`src/rtl/fetch_pkg.sv`:
```
// Shared types and defaults for the instruction fetch sequencer.
//   state_e  : sequencer FSM states
//   cause_e  : encoding of the fault_cause output
//   DEFAULT_RESET_VECTOR / DEFAULT_TIMEOUT : parameter defaults
package fetch_pkg;

   localparam logic [31:0] DEFAULT_RESET_VECTOR = 32'h0000_0000;
   localparam int          DEFAULT_TIMEOUT      = 16;

   typedef enum logic [2:0] {
      ST_REQ,
      ST_WAIT,
      ST_HOLD,
      ST_HALTED,
      ST_FAULT
   } state_e;

   typedef enum logic [1:0] {
      CAUSE_NONE     = 2'b00,
      CAUSE_MISALIGN = 2'b01,
      CAUSE_TIMEOUT  = 2'b10
   } cause_e;

   function automatic logic misaligned(input logic [31:0] addr);
      return addr[1:0] != 2'b00;
   endfunction

endpackage

```
`src/rtl/fetch_sequencer_if.sv`:
```
// Instruction memory request/response bus.
//   imem_req_valid / imem_req_ready : request handshake
//   imem_addr                       : fetch address
//   imem_rsp_valid / imem_rsp_data  : returned instruction word (no backpressure)
// master = fetch sequencer side, slave = memory side.
interface fetch_sequencer_if;

   logic        imem_req_valid;
   logic        imem_req_ready;
   logic [31:0] imem_addr;
   logic        imem_rsp_valid;
   logic [31:0] imem_rsp_data;

   modport master (
      output imem_req_valid,
      output imem_addr,
      input  imem_req_ready,
      input  imem_rsp_valid,
      input  imem_rsp_data
   );

   modport slave (
      input  imem_req_valid,
      input  imem_addr,
      output imem_req_ready,
      output imem_rsp_valid,
      output imem_rsp_data
   );

endinterface

```
`src/rtl/fetch_watchdog.sv`:
```
// Response watchdog for the fetch sequencer.
//   clk, rst : clock, synchronous active-high reset
//   clear    : force the count back to zero
//   enable   : count this cycle
//   expired  : this is the TIMEOUT-th enabled cycle since the last clear
module fetch_watchdog #(
   parameter int TIMEOUT = 16
) (
   input  logic clk,
   input  logic rst,
   input  logic clear,
   input  logic enable,
   output logic expired
);

   localparam int W = $clog2(TIMEOUT + 1);

   logic [W-1:0] count;

   // count holds (cycles already spent) so the TIMEOUT-th cycle sees TIMEOUT-1
   assign expired = enable && (count == W'(TIMEOUT - 1));

   always_ff @(posedge clk) begin
      if (rst || clear) begin
         count <= '0;
      end else if (enable && !expired) begin
         count <= count + 1'b1;
      end
   end

endmodule

```
`src/rtl/fetch_sequencer.sv`:
```
// Instruction fetch sequencer: requests one word at pc, waits for the
// response under a watchdog, presents it to the datapath and advances to
// the externally computed pc_next on retirement.
//   clk, rst       : clock, synchronous active-high reset
//   imem           : instruction memory bus (master side)
//   pc, instr      : current instruction and its address
//   instr_valid    : instr/pc presented to the datapath
//   instr_ready    : datapath retires the presented instruction
//   pc_next        : next pc from the pc selection logic
//   halt           : stop after the current retirement
//   fault          : sticky fetch fault, fault_cause gives the reason
//   retired_count  : free-running count of retired instructions
//
// state     | meaning
// ----------+--------------------------------------------------------
// ST_REQ    | request at pc outstanding, waiting for imem_req_ready
// ST_WAIT   | request accepted, waiting for response, watchdog running
// ST_HOLD   | instr/pc presented, waiting for instr_ready
// ST_HALTED | stopped on halt, resumes at pc once halt drops
// ST_FAULT  | terminal until reset
module fetch_sequencer
   import fetch_pkg::*;
#(
   parameter logic [31:0] RESET_VECTOR = DEFAULT_RESET_VECTOR,
   parameter int          TIMEOUT      = DEFAULT_TIMEOUT
) (
   input  logic                clk,
   input  logic                rst,
   fetch_sequencer_if.master   imem,
   output logic [31:0]         pc,
   output logic [31:0]         instr,
   output logic                instr_valid,
   input  logic                instr_ready,
   input  logic [31:0]         pc_next,
   input  logic                halt,
   output logic                fault,
   output logic [1:0]          fault_cause,
   output logic [31:0]         retired_count
);

   state_e state_q, state_d;
   cause_e cause_q, cause_d;

   logic req_valid;
   logic load_instr;
   logic retire;
   logic set_fault;
   logic wd_clear;
   logic wd_enable;
   logic wd_expired;

   fetch_watchdog #(.TIMEOUT(TIMEOUT)) u_watchdog (
      .clk     (clk),
      .rst     (rst),
      .clear   (wd_clear),
      .enable  (wd_enable),
      .expired (wd_expired)
   );

   always_ff @(posedge clk) begin
      if (rst) begin
         state_q <= ST_REQ;
      end else begin
         state_q <= state_d;
      end
   end

   always_comb begin
      state_d     = state_q;
      req_valid   = 1'b0;
      instr_valid = 1'b0;
      load_instr  = 1'b0;
      retire      = 1'b0;
      set_fault   = 1'b0;
      cause_d     = CAUSE_NONE;
      wd_clear    = 1'b1;
      wd_enable   = 1'b0;

      case (state_q)
         ST_REQ: begin
            req_valid = 1'b1;
            if (imem.imem_req_ready) begin
               state_d = ST_WAIT;
            end
         end
         ST_WAIT: begin
            wd_clear  = 1'b0;
            wd_enable = 1'b1;
            // a response in the expiry cycle still wins
            if (imem.imem_rsp_valid) begin
               load_instr = 1'b1;
               state_d    = ST_HOLD;
            end else if (wd_expired) begin
               set_fault = 1'b1;
               cause_d   = CAUSE_TIMEOUT;
               state_d   = ST_FAULT;
            end
         end
         ST_HOLD: begin
            instr_valid = 1'b1;
            if (instr_ready) begin
               retire = 1'b1;
               if (misaligned(pc_next)) begin
                  set_fault = 1'b1;
                  cause_d   = CAUSE_MISALIGN;
                  state_d   = ST_FAULT;
               end else if (halt) begin
                  state_d = ST_HALTED;
               end else begin
                  state_d = ST_REQ;
               end
            end
         end
         ST_HALTED: begin
            if (!halt) begin
               state_d = ST_REQ;
            end
         end
         ST_FAULT: begin
            state_d = ST_FAULT;
         end
         default: begin
            state_d = ST_REQ;
         end
      endcase
   end

   always_ff @(posedge clk) begin
      if (rst) begin
         pc            <= RESET_VECTOR;
         instr         <= '0;
         fault         <= 1'b0;
         cause_q       <= CAUSE_NONE;
         retired_count <= '0;
      end else begin
         if (load_instr) begin
            instr <= imem.imem_rsp_data;
         end
         // the faulting target is still committed so software can inspect it
         if (retire) begin
            pc            <= pc_next;
            retired_count <= retired_count + 32'd1;
         end
         if (set_fault) begin
            fault   <= 1'b1;
            cause_q <= cause_d;
         end
      end
   end

   assign imem.imem_req_valid = req_valid;
   assign imem.imem_addr      = pc;
   assign fault_cause         = cause_q;

endmodule

```
`src/flat_wrapper.sv`:
```
// flat-port wrapper written by rule: the top's interface ports become plain ports
module fetch_sequencer_flat import fetch_pkg::*;
#(
   parameter logic [31:0] RESET_VECTOR = DEFAULT_RESET_VECTOR,
   parameter int          TIMEOUT      = DEFAULT_TIMEOUT
)
  (clk, rst, pc, instr, instr_valid, instr_ready, pc_next, halt, fault, fault_cause, retired_count, imem_imem_req_valid, imem_imem_addr, imem_imem_req_ready, imem_imem_rsp_valid, imem_imem_rsp_data);
  fetch_sequencer_if imem_i ();
  input  logic clk;
  input  logic rst;
  output logic [31:0] pc;
  output logic [31:0] instr;
  output logic instr_valid;
  input  logic instr_ready;
  input  logic [31:0] pc_next;
  input  logic halt;
  output logic fault;
  output logic [1:0] fault_cause;
  output logic [31:0] retired_count;
  output wire logic [$bits(imem_i.imem_req_valid)-1:0] imem_imem_req_valid;
  output wire logic [$bits(imem_i.imem_addr)-1:0] imem_imem_addr;
  input wire logic [$bits(imem_i.imem_req_ready)-1:0] imem_imem_req_ready;
  input wire logic [$bits(imem_i.imem_rsp_valid)-1:0] imem_imem_rsp_valid;
  input wire logic [$bits(imem_i.imem_rsp_data)-1:0] imem_imem_rsp_data;
  assign imem_imem_req_valid = imem_i.imem_req_valid;
  assign imem_imem_addr = imem_i.imem_addr;
  assign imem_i.imem_req_ready = imem_imem_req_ready;
  assign imem_i.imem_rsp_valid = imem_imem_rsp_valid;
  assign imem_i.imem_rsp_data = imem_imem_rsp_data;
  fetch_sequencer #(.RESET_VECTOR(RESET_VECTOR), .TIMEOUT(TIMEOUT)) u_core (.clk(clk), .rst(rst), .imem(imem_i), .pc(pc), .instr(instr), .instr_valid(instr_valid), .instr_ready(instr_ready), .pc_next(pc_next), .halt(halt), .fault(fault), .fault_cause(fault_cause), .retired_count(retired_count));
endmodule
```
`config.mk`:
```
export PLATFORM = sky130hd
export DESIGN_NAME = fetch_sequencer_flat
export DESIGN_NICKNAME = d
export VERILOG_FILES = /design/src/rtl/fetch_pkg.sv /design/src/rtl/fetch_sequencer_if.sv /design/src/rtl/fetch_watchdog.sv /design/src/rtl/fetch_sequencer.sv /design/src/flat_wrapper.sv
export SDC_FILE = /design/constraint.sdc
export NUM_CORES = 1
export LEC_CHECK = 0
export ABC_AREA = 1
export CAP_MARGIN = 20
export CORE_ASPECT_RATIO = 0.5
export CORE_MARGIN = 2
export CORE_UTILIZATION = 50
export DETAILED_ROUTE_END_ITERATION = 8
export DONT_BUFFER_PORTS = 1
export PLACE_DENSITY = 0.7
export SLEW_MARGIN = 20
export SYNTH_ARGS = -nofsm -noshare
export SYNTH_HDL_FRONTEND = slang
export SYNTH_SLANG_ARGS = --single-unit
```
`constraint.sdc`:
```
create_clock -name clk -period 2.72 [get_ports clk]
set_input_delay 0.816 -clock clk [delete_from_list [all_inputs] [get_ports clk]]
set_output_delay 0.816 -clock clk [all_outputs]
set_load 0.03 [all_outputs]
```
# After elaboration in Yosys (flattened, before gate mapping)
# Cells that the tools add are included.
# word_totals
ff_bits	107
latch_bits	0
romBits	0
word_cells	51
memories	0
ramBits	0
# classes
div_mod_pow	0
bitwise_logic	0
muxes	26
add_sub_neg	2
mul	0
reduce_logical	7
n_lt_le_gt_ge	0
shifts	0
eq_ne	9
# op_table
cell	n
adder 32 x 1 -> 32 bit (second input constant)	1
two-way mux 3 bit	6
one-hot mux 3 bit (5 select lines)	1
two-way mux 1 bit	13
two-way mux 2 bit	4
== test 3 x 2 -> 1 bit (second input constant)	2
inequality test 2 bit (second input constant)	3
adder 5 x 1 -> 5 bit (second input constant)	1
== test 5 x 4 -> 1 bit (second input constant)	1
one-hot mux 2 bit (2 select lines)	1
AND reduction 4 bit	1
== test 3 x 1 -> 1 bit (second input constant)	1
== test 3 bit (second input constant)	1
logical NOT 3 bit	1
inequality test 3 bit (second input constant)	1
logical AND 1 bit	2
one-hot mux 1 bit (2 select lines)	1
nonzero test 2 bit	1
logical NOT 1 bit	1
logical OR 1 bit	1

# Logic depth before layout (Yosys ltp)
# Gate-level depths: netlist of the first run.
# depth
word_depth	6
ltp_mapped	10
mapped_depth_nobuf	10

# Cells and area by module
# A second synthesis of the first run with hierarchy kept.
# unflattened
cells_unflattened	699
hier_area_um2	4895.9
# by_module_without_submodules
module	area_per_inst_um2	seq_area_each_um2	cells_per_inst	n_inst
fetch_sequencer	4611.9	2042.0	661	1
fetch_watchdog	284.0	100.1	38	1

# Worst setup path after synthesis of the first run
# Ideal clock, no wire load.
# synth_timing
path_kind	reg2out
startpoint	reg u_core.state_q[2]
endpoint	out instr_valid
arrival_time_ps	954
stages_incl_launch_ff	4
n_path_buf	0
required_time_ps	1904
path_slack_ps	950
cell_sequence	dfxtp_1 > inv_1 > nand2_2 > nor2_1
# synth_via
elab_chain_len	2
# synth_rtl
element	line	source
start: declaration	fetch_sequencer.sv:41	state_e state_q, state_d;
start signal: assignment	fetch_sequencer.sv:64	state_q <= state_d;
== test 3 x 2 -> 1 bit	fetch_sequencer.sv:79	case (state_q)
two-way mux 1 bit	fetch_sequencer.sv:79	
end: declaration	flat_wrapper.sv:13	output logic instr_valid;
# Every way passes these cells.

# Final worst setup path of the first run
# layout_timing
startpoint	reg u_core.state_q[1]
endpoint	out imem_imem_req_valid
# layout_via
elab_chain_len	2
# layout_rtl
element	line	source
logical NOT 3 bit	fetch_sequencer.sv:79	
two-way mux 1 bit	fetch_sequencer.sv:79	
end: declaration	flat_wrapper.sv:20	output wire logic [$bits(imem_i.imem_req_valid)-1:0] imem_imem_req_valid;
# Every way passes these cells.

==> results of run 1 <==
## critical path, delay by kind of cell (launching register included)
kind	cells	cell delay, ps
buffers and inverters	1	70
flip-flops	1	350
AND/OR/NAND/NOR	2	670
## cell usage after synthesis
| cell type | count |
|---|---|
| nor2_1 | 129 |
| nand2_1 | 109 |
| dfxtp_1 | 107 |
| nand3_1 | 55 |
| inv_1 | 50 |
| o21ai_0 | 47 |
| a21oi_1 | 45 |
| buf_4 | 33 |
| clkbuf_1 | 19 |
| buf_2 | 9 |
| nand4_1 | 9 |
| nor3_1 | 7 |
| nor2_2 | 6 |
| a21o_1 | 4 |
| nand2_2 | 4 |
| xor2_1 | 4 |
| a31oi_1 | 3 |
| ha_1 | 3 |
| nand3_2 | 3 |
| xnor2_1 | 3 |
| and2_0 | 2 |
| nand2_4 | 2 |
| nor2_4 | 2 |
| nor2_8 | 2 |
| buf_6 | 1 |
| clkbuf_2 | 1 |
| clkinv_2 | 1 |
| nand4_2 | 1 |
| nor3_2 | 1 |
| o211ai_1 | 1 |
| o21ai_1 | 1 |
## per-stage QoR
| stage | setup slack, ps | util (%) | instance area, um^2 | hold slack (ps) | std cells |
|---|---|---|---|---|---|
| final | 462 | 52.6 | 4940 | 529 | 743 |
| after global routing | 350 | 52.6 | 4940 | 505 | 743 |
| after CTS | 447 | 52.6 | 4940 | 513 | 743 |
| after detailed placement | 769 | 49.3 | 4630 | 533 | 727 |
| after global placement | 784 | 49.3 | 4630 | 513 | 727 |
| after floorplan | 950 | - | 4810 | 486 | 664 |
## power by group
part	internal (mW)	switching, mW
combinational	0.154	0.353
clock	0.730	0.616
sequential	1.70	0.395
## sequential cells by signal (all words and copies together), names as in the netlist
signal,flops
u_core.fault,1
u_core.fault_cause,2
u_core.imem.imem_addr,32
u_core.instr,32
u_core.retired_count,32
u_core.state_q,3
u_core.u_watchdog.count,5
## cell families (layout without fill, tap and decap cells)
logic type,Yosys count,count (layout),share of synthesized area (%)
adder cells (fa/ha/maj),3,3,0.781
XOR/XNOR,7,7,1.28
AO/OA/AOI/OAI,101,101,10.9
buffers and inverters,114,72,11.9
flip-flops,107,107,44.5
AND/OR/NAND/NOR,332,332,30.6
## layer usage
| metal | global-route usage [%] | routed length (um) |
|---|---|---|
| met5 | 0 | 0 |
| met4 | 6.38 | 136 |
| met3 | 7.56 | 871 |
| met2 | 35.8 | 5260 |
| met1 | 22.7 | 4600 |
## cell type report
class	instances	area share, %
Clock buffer	9	4.56
Clock inverter	7	1.70
Inverter	51	3.90
Multi-Input combinational cell	443	42.4
Sequential cell	107	43.4
Tap cell	121	3.07
Timing Repair Buffer	5	1.01
## path summary, 6_finish.rpt
check	cells past startpoint	start	end
setup / recovery	3	u_core.state_q[1]	imem_imem_req_valid
hold / removal	1	rst	u_core.instr[9]
hold reg to reg	3	u_core.u_watchdog.count[3]	u_core.u_watchdog.count[3]
setup reg to reg	8	u_core.retired_count[1]	u_core.retired_count[30]
==> key figures, run 1 <==
Route
  • DR pass1 iterations: 4
  • Antenna Nets Post-Route: 0
  • Post-Route WL: 10900 um
  • DRT iter0 DRCs: 143
  • Via count: 3925
  • Vias per inst: 5.28
  • Wire length per cell: 14.6 um
  • Residual DRC count: 0

Synth
  • Top post-synthesis cells by area: dfxtp_1 45%, nor2_1 10%, nand2_1 8.5%
  • Synth Warn #: 0
  • Syn Std Cell Area: 4810 um^2
  • Synth unique cells: 31
  • #FFs+latches synth: 107
  • Cells after synthesis: 664
  • Net count after synthesis: 737
  • Post-synthesis sequential area ratio: 44.5%
  • Cell taking the most area after synthesis: dfxtp_1
  • Average size of a mapped cell: 7.24 um^2
  • Yosys top cell area share: 44.5%

Critical path
  • Crit Path Max Fanout: 4
  • Crit end category: primary output
  • Delay of the slowest critical-path stage: 540 ps
  • Critical path class: reg -> out
  • Reg-to-reg slack, setup: 870 ps
  • CP startpoint kind: flip-flop
  • Crit-path cells: nor2_1 -> inv_1 -> nor2_1
  • Crit path required time: 1900 ps
  • Most numerous cell on the critical path: nor2_1
  • CP max stage cell: nor2_1
  • WP data arrival: 1440 ps

Clocking
  • Post-CTS Setup Bufs: 0
  • Worst-path clk slew: 70 ps
  • Inserted Clock Buffers: 9
  • Clock buffer depth: 2
  • Post-CTS sizing: 0
  • CTS tree: yes
  • Root Driver: clkbuf_16
  • Clk_lat worst skew: 350 ps
  • H-Tree Depth: 3
  • Sink Count: 107
  • Hold_buf cts: 0

Floorplanning
  • Num ports: 203
  • Core area: 9380 um^2
  • Die width: 143 um
  • Initial Util: 51.2%
  • Rows: 25
  • Die Ht: 73.3 um
  • Die area: 10500 um^2

Final layout
  • Ant diodes: 0
  • Fill count: 900
  • Nets: 690
  • Register Area: 2140 um^2
  • Layout cells sized above 1: 6.91%
  • Commonest non-fill, non-tap cells in the layout: 129 x nor2_1, 109 x nand2_1, 107 x dfxtp_1
  • Most common cell after layout, fill and taps aside: nor2_1
  • Area occupied by multi-input gates: 2090 um^2
  • Area Growth Syn to Fin: 2.71%

Power and ir drop
  • Total Power: 3.95 mW
  • Power Density: 799 nW/um^2
  • Leak: 2.04 nW
  • IR drop worst, VDD: 0.317 mV

STA
  • Minimum clock period: 2260 ps
  • Final Cycle Share: 83.0%
  • Final Hold Fails: 0
  • Slew Viols, Final: 0
  • Slew headroom: 52.7%
  • RSZ-0062 raised after global routing: no
  • Least-Margin Pin Slew: 707 ps
  • Setup_tns: 0 ps
  • FMAX: 0.443 GHz
  • Clk_skew: 9.07 ps
  • Final-report setup violation count: 0

Global route
  • Grt ovf: 0
  • Largest net degree at the start of global routing: 52
  • Total track usage: 20.1%
  • Vias in the first global route: 3475
  • Initial antenna violation count: 0
  • First-pass GRT wire length: 16600 um

Placement
  • Placer Congestion: 0.841
  • Half-perimeter wire length after placement: 7680 um
  • PortBufs: 0

Hold path
  • Worst min path class: in -> reg

Flow run
  • Max cap viols: 0

Outcome
  • Outcome: completed
Power figures use the tool's default switching activity.
==> inputs of run 2 (changes only) <==
- PLACE_DENSITY: 0.7 -> 0.73
- clock period: 2.72 -> 2 ns (I/O delays scaled with it)
==> run 2 against run 1 <==
  * Die area stayed put
  * Sequential share of layout area is 2.2 points lower
  * Global-route usage is 0.71 points higher
  * Sequential power grew 36%
  * Critical endpoint is now instr_valid
  * Largest cell class unchanged
==> key figures, run 2 (synthesis results as in run 1) <==
Hold path
  • Worst min path class: in -> reg

Route
  • Metal-1 WL: 4690 um
  • Post-Route WL: 11100 um
  • Residual DRC count: 0
  • Routed met3 length: 888 um
  • Wire length per cell: 14.3 um
  • DR pass1 iterations: 5
  • Antenna Nets Post-Route: 0
  • Routed length on met2: 5370 um
  • Vias per inst: 5.26
  • Max Used Layer: met4
  • DRT iter0 DRCs: 275
  • Via count: 4074

STA
  • Slew headroom: 57.7%
  • RSZ-0062 raised after global routing: no
  • Hold_ws: 315 ps
  • Final Hold Fails: 0
  • Setup_tns: 0 ps
  • FMAX: 0.553 GHz
  • Clk_skew: 8.36 ps
  • Minimum clock period: 1810 ps
  • Slew Viols, Final: 0
  • Least-Margin Pin Slew: 634 ps
  • Final-report setup violation count: 0
  • Final Cycle Share: 90.4%

Global route
  • Initial antenna violation count: 0
  • Grt ovf: 0
  • Vias in the first global route: 3673
  • Total track usage: 20.8%
  • First-pass GRT wire length: 17300 um
  • Largest net degree at the start of global routing: 52

Critical path
  • CP startpoint kind: flip-flop
  • Critical path class: reg -> out
  • Delay of the slowest critical-path stage: 320 ps
  • Crit Path Max Fanout: 4
  • Crit end category: primary output
  • CP max stage cell: dfxtp_1
  • Crit path required time: 1400 ps
  • Worst path buffer plus inverter count: 2
  • Crit-path cells: inv_1 -> nand2_2 -> nor2_1 -> buf_4
  • Crit path max-delay family: flip-flops
  • WP data arrival: 1210 ps

Final layout
  • Layout cells sized above 1: 11.5%
  • Ant diodes: 0
  • Util after Layout: 55.4%
  • Most common cell after layout, fill and taps aside: nor2_1
  • Nets: 722
  • Commonest non-fill, non-tap cells in the layout: 129 x nor2_1, 109 x nand2_1, 107 x dfxtp_1
  • Area Growth Syn to Fin: 8.07%
  • Final non-filler cell total: 775

Clocking
  • Worst-path clk slew: 70 ps
  • CTS tree: yes
  • Post-CTS sizing: 0
  • Clock buffer depth: 2
  • Root Driver: clkbuf_16
  • H-Tree Depth: 3
  • Inserted Clock Buffers: 9
  • Post-CTS Setup Bufs: 0
  • Hold_buf cts: 0
  • Clk_lat worst skew: 350 ps
  • Sink Count: 107

Placement
  • PortBufs: 0
  • Placed cells: 759
  • Placer Congestion: 0.854
  • Half-perimeter wire length after placement: 7930 um

Floorplanning
  • Die width: 143 um
  • Initial Util: 51.2%
  • Die area: 10500 um^2
  • Die Ht: 73.3 um
  • Core area: 9380 um^2
  • Rows: 25
  • Num ports: 203

Power and ir drop
  • IR drop worst, VDD: 0.407 mV
  • Power Density: 1060 nW/um^2
  • Leak: 2.23 nW

Outcome
  • Outcome: completed

Flow run
  • Max cap viols: 0
[run 2: cell count changes in the layout (fill, tap and decap cells not counted), sizes merged]
cell	change
buf	+32
bufinv	+1
clkbuf	+1
clkinv	+1
clkinvlp	-1
inv	-2
[run 2: power breakdown]
| group | switching (mW) | internal (mW) | leakage, nW | total (mW) |
|---|---|---|---|---|
| clock | 0.786 | 1.13 | 0.163 | 1.92 |
| sequential | 0.532 | 2.31 | 0.865 | 2.84 |
| combinational | 0.496 | 0.253 | 1.20 | 0.749 |
[run 2: layout make-up]
cell class / count / area (um^2)
Timing Repair Buffer: 37 / 290
Clock inverter: 6 / 87.6
Fill cell: 890 / 4190
Sequential cell: 107 / 2140
Tap cell: 121 / 151
Multi-Input combinational cell: 443 / 2090
Clock buffer: 10 / 239
Inverter: 51 / 193
[run 2: final timing paths]
check | slack, ps | from | cells past startpoint | endpoint
max | 190 | u_core.state_q[2] | 4 | instr_valid
min | 310 | rst | 1 | u_core.instr[4]
max reg2reg | 400 | u_core.state_q[2] | 8 | u_core.retired_count[19]
min reg2reg | 500 | u_core.retired_count[2] | 2 | u_core.retired_count[2]
[run 2: through the flow]
stage / power [mW] / cell area [um^2] / setup slack (ps)
final: 5.51 / 5200 / 192
after global routing: 5.75 / 5200 / 138
after CTS: 5.56 / 5200 / 205
after detailed placement: 3.64 / 4870 / 311
after global placement: 3.62 / 4870 / 327
after floorplan: 3.54 / 4810 / 415
[run 2: routing by layer]
layer	GRT usage [%]	vias to the layer above
met5	0	-
met4	6.27	0
met3	7.24	14
met2	36.9	138
met1	24.2	1864
li1	-	2058
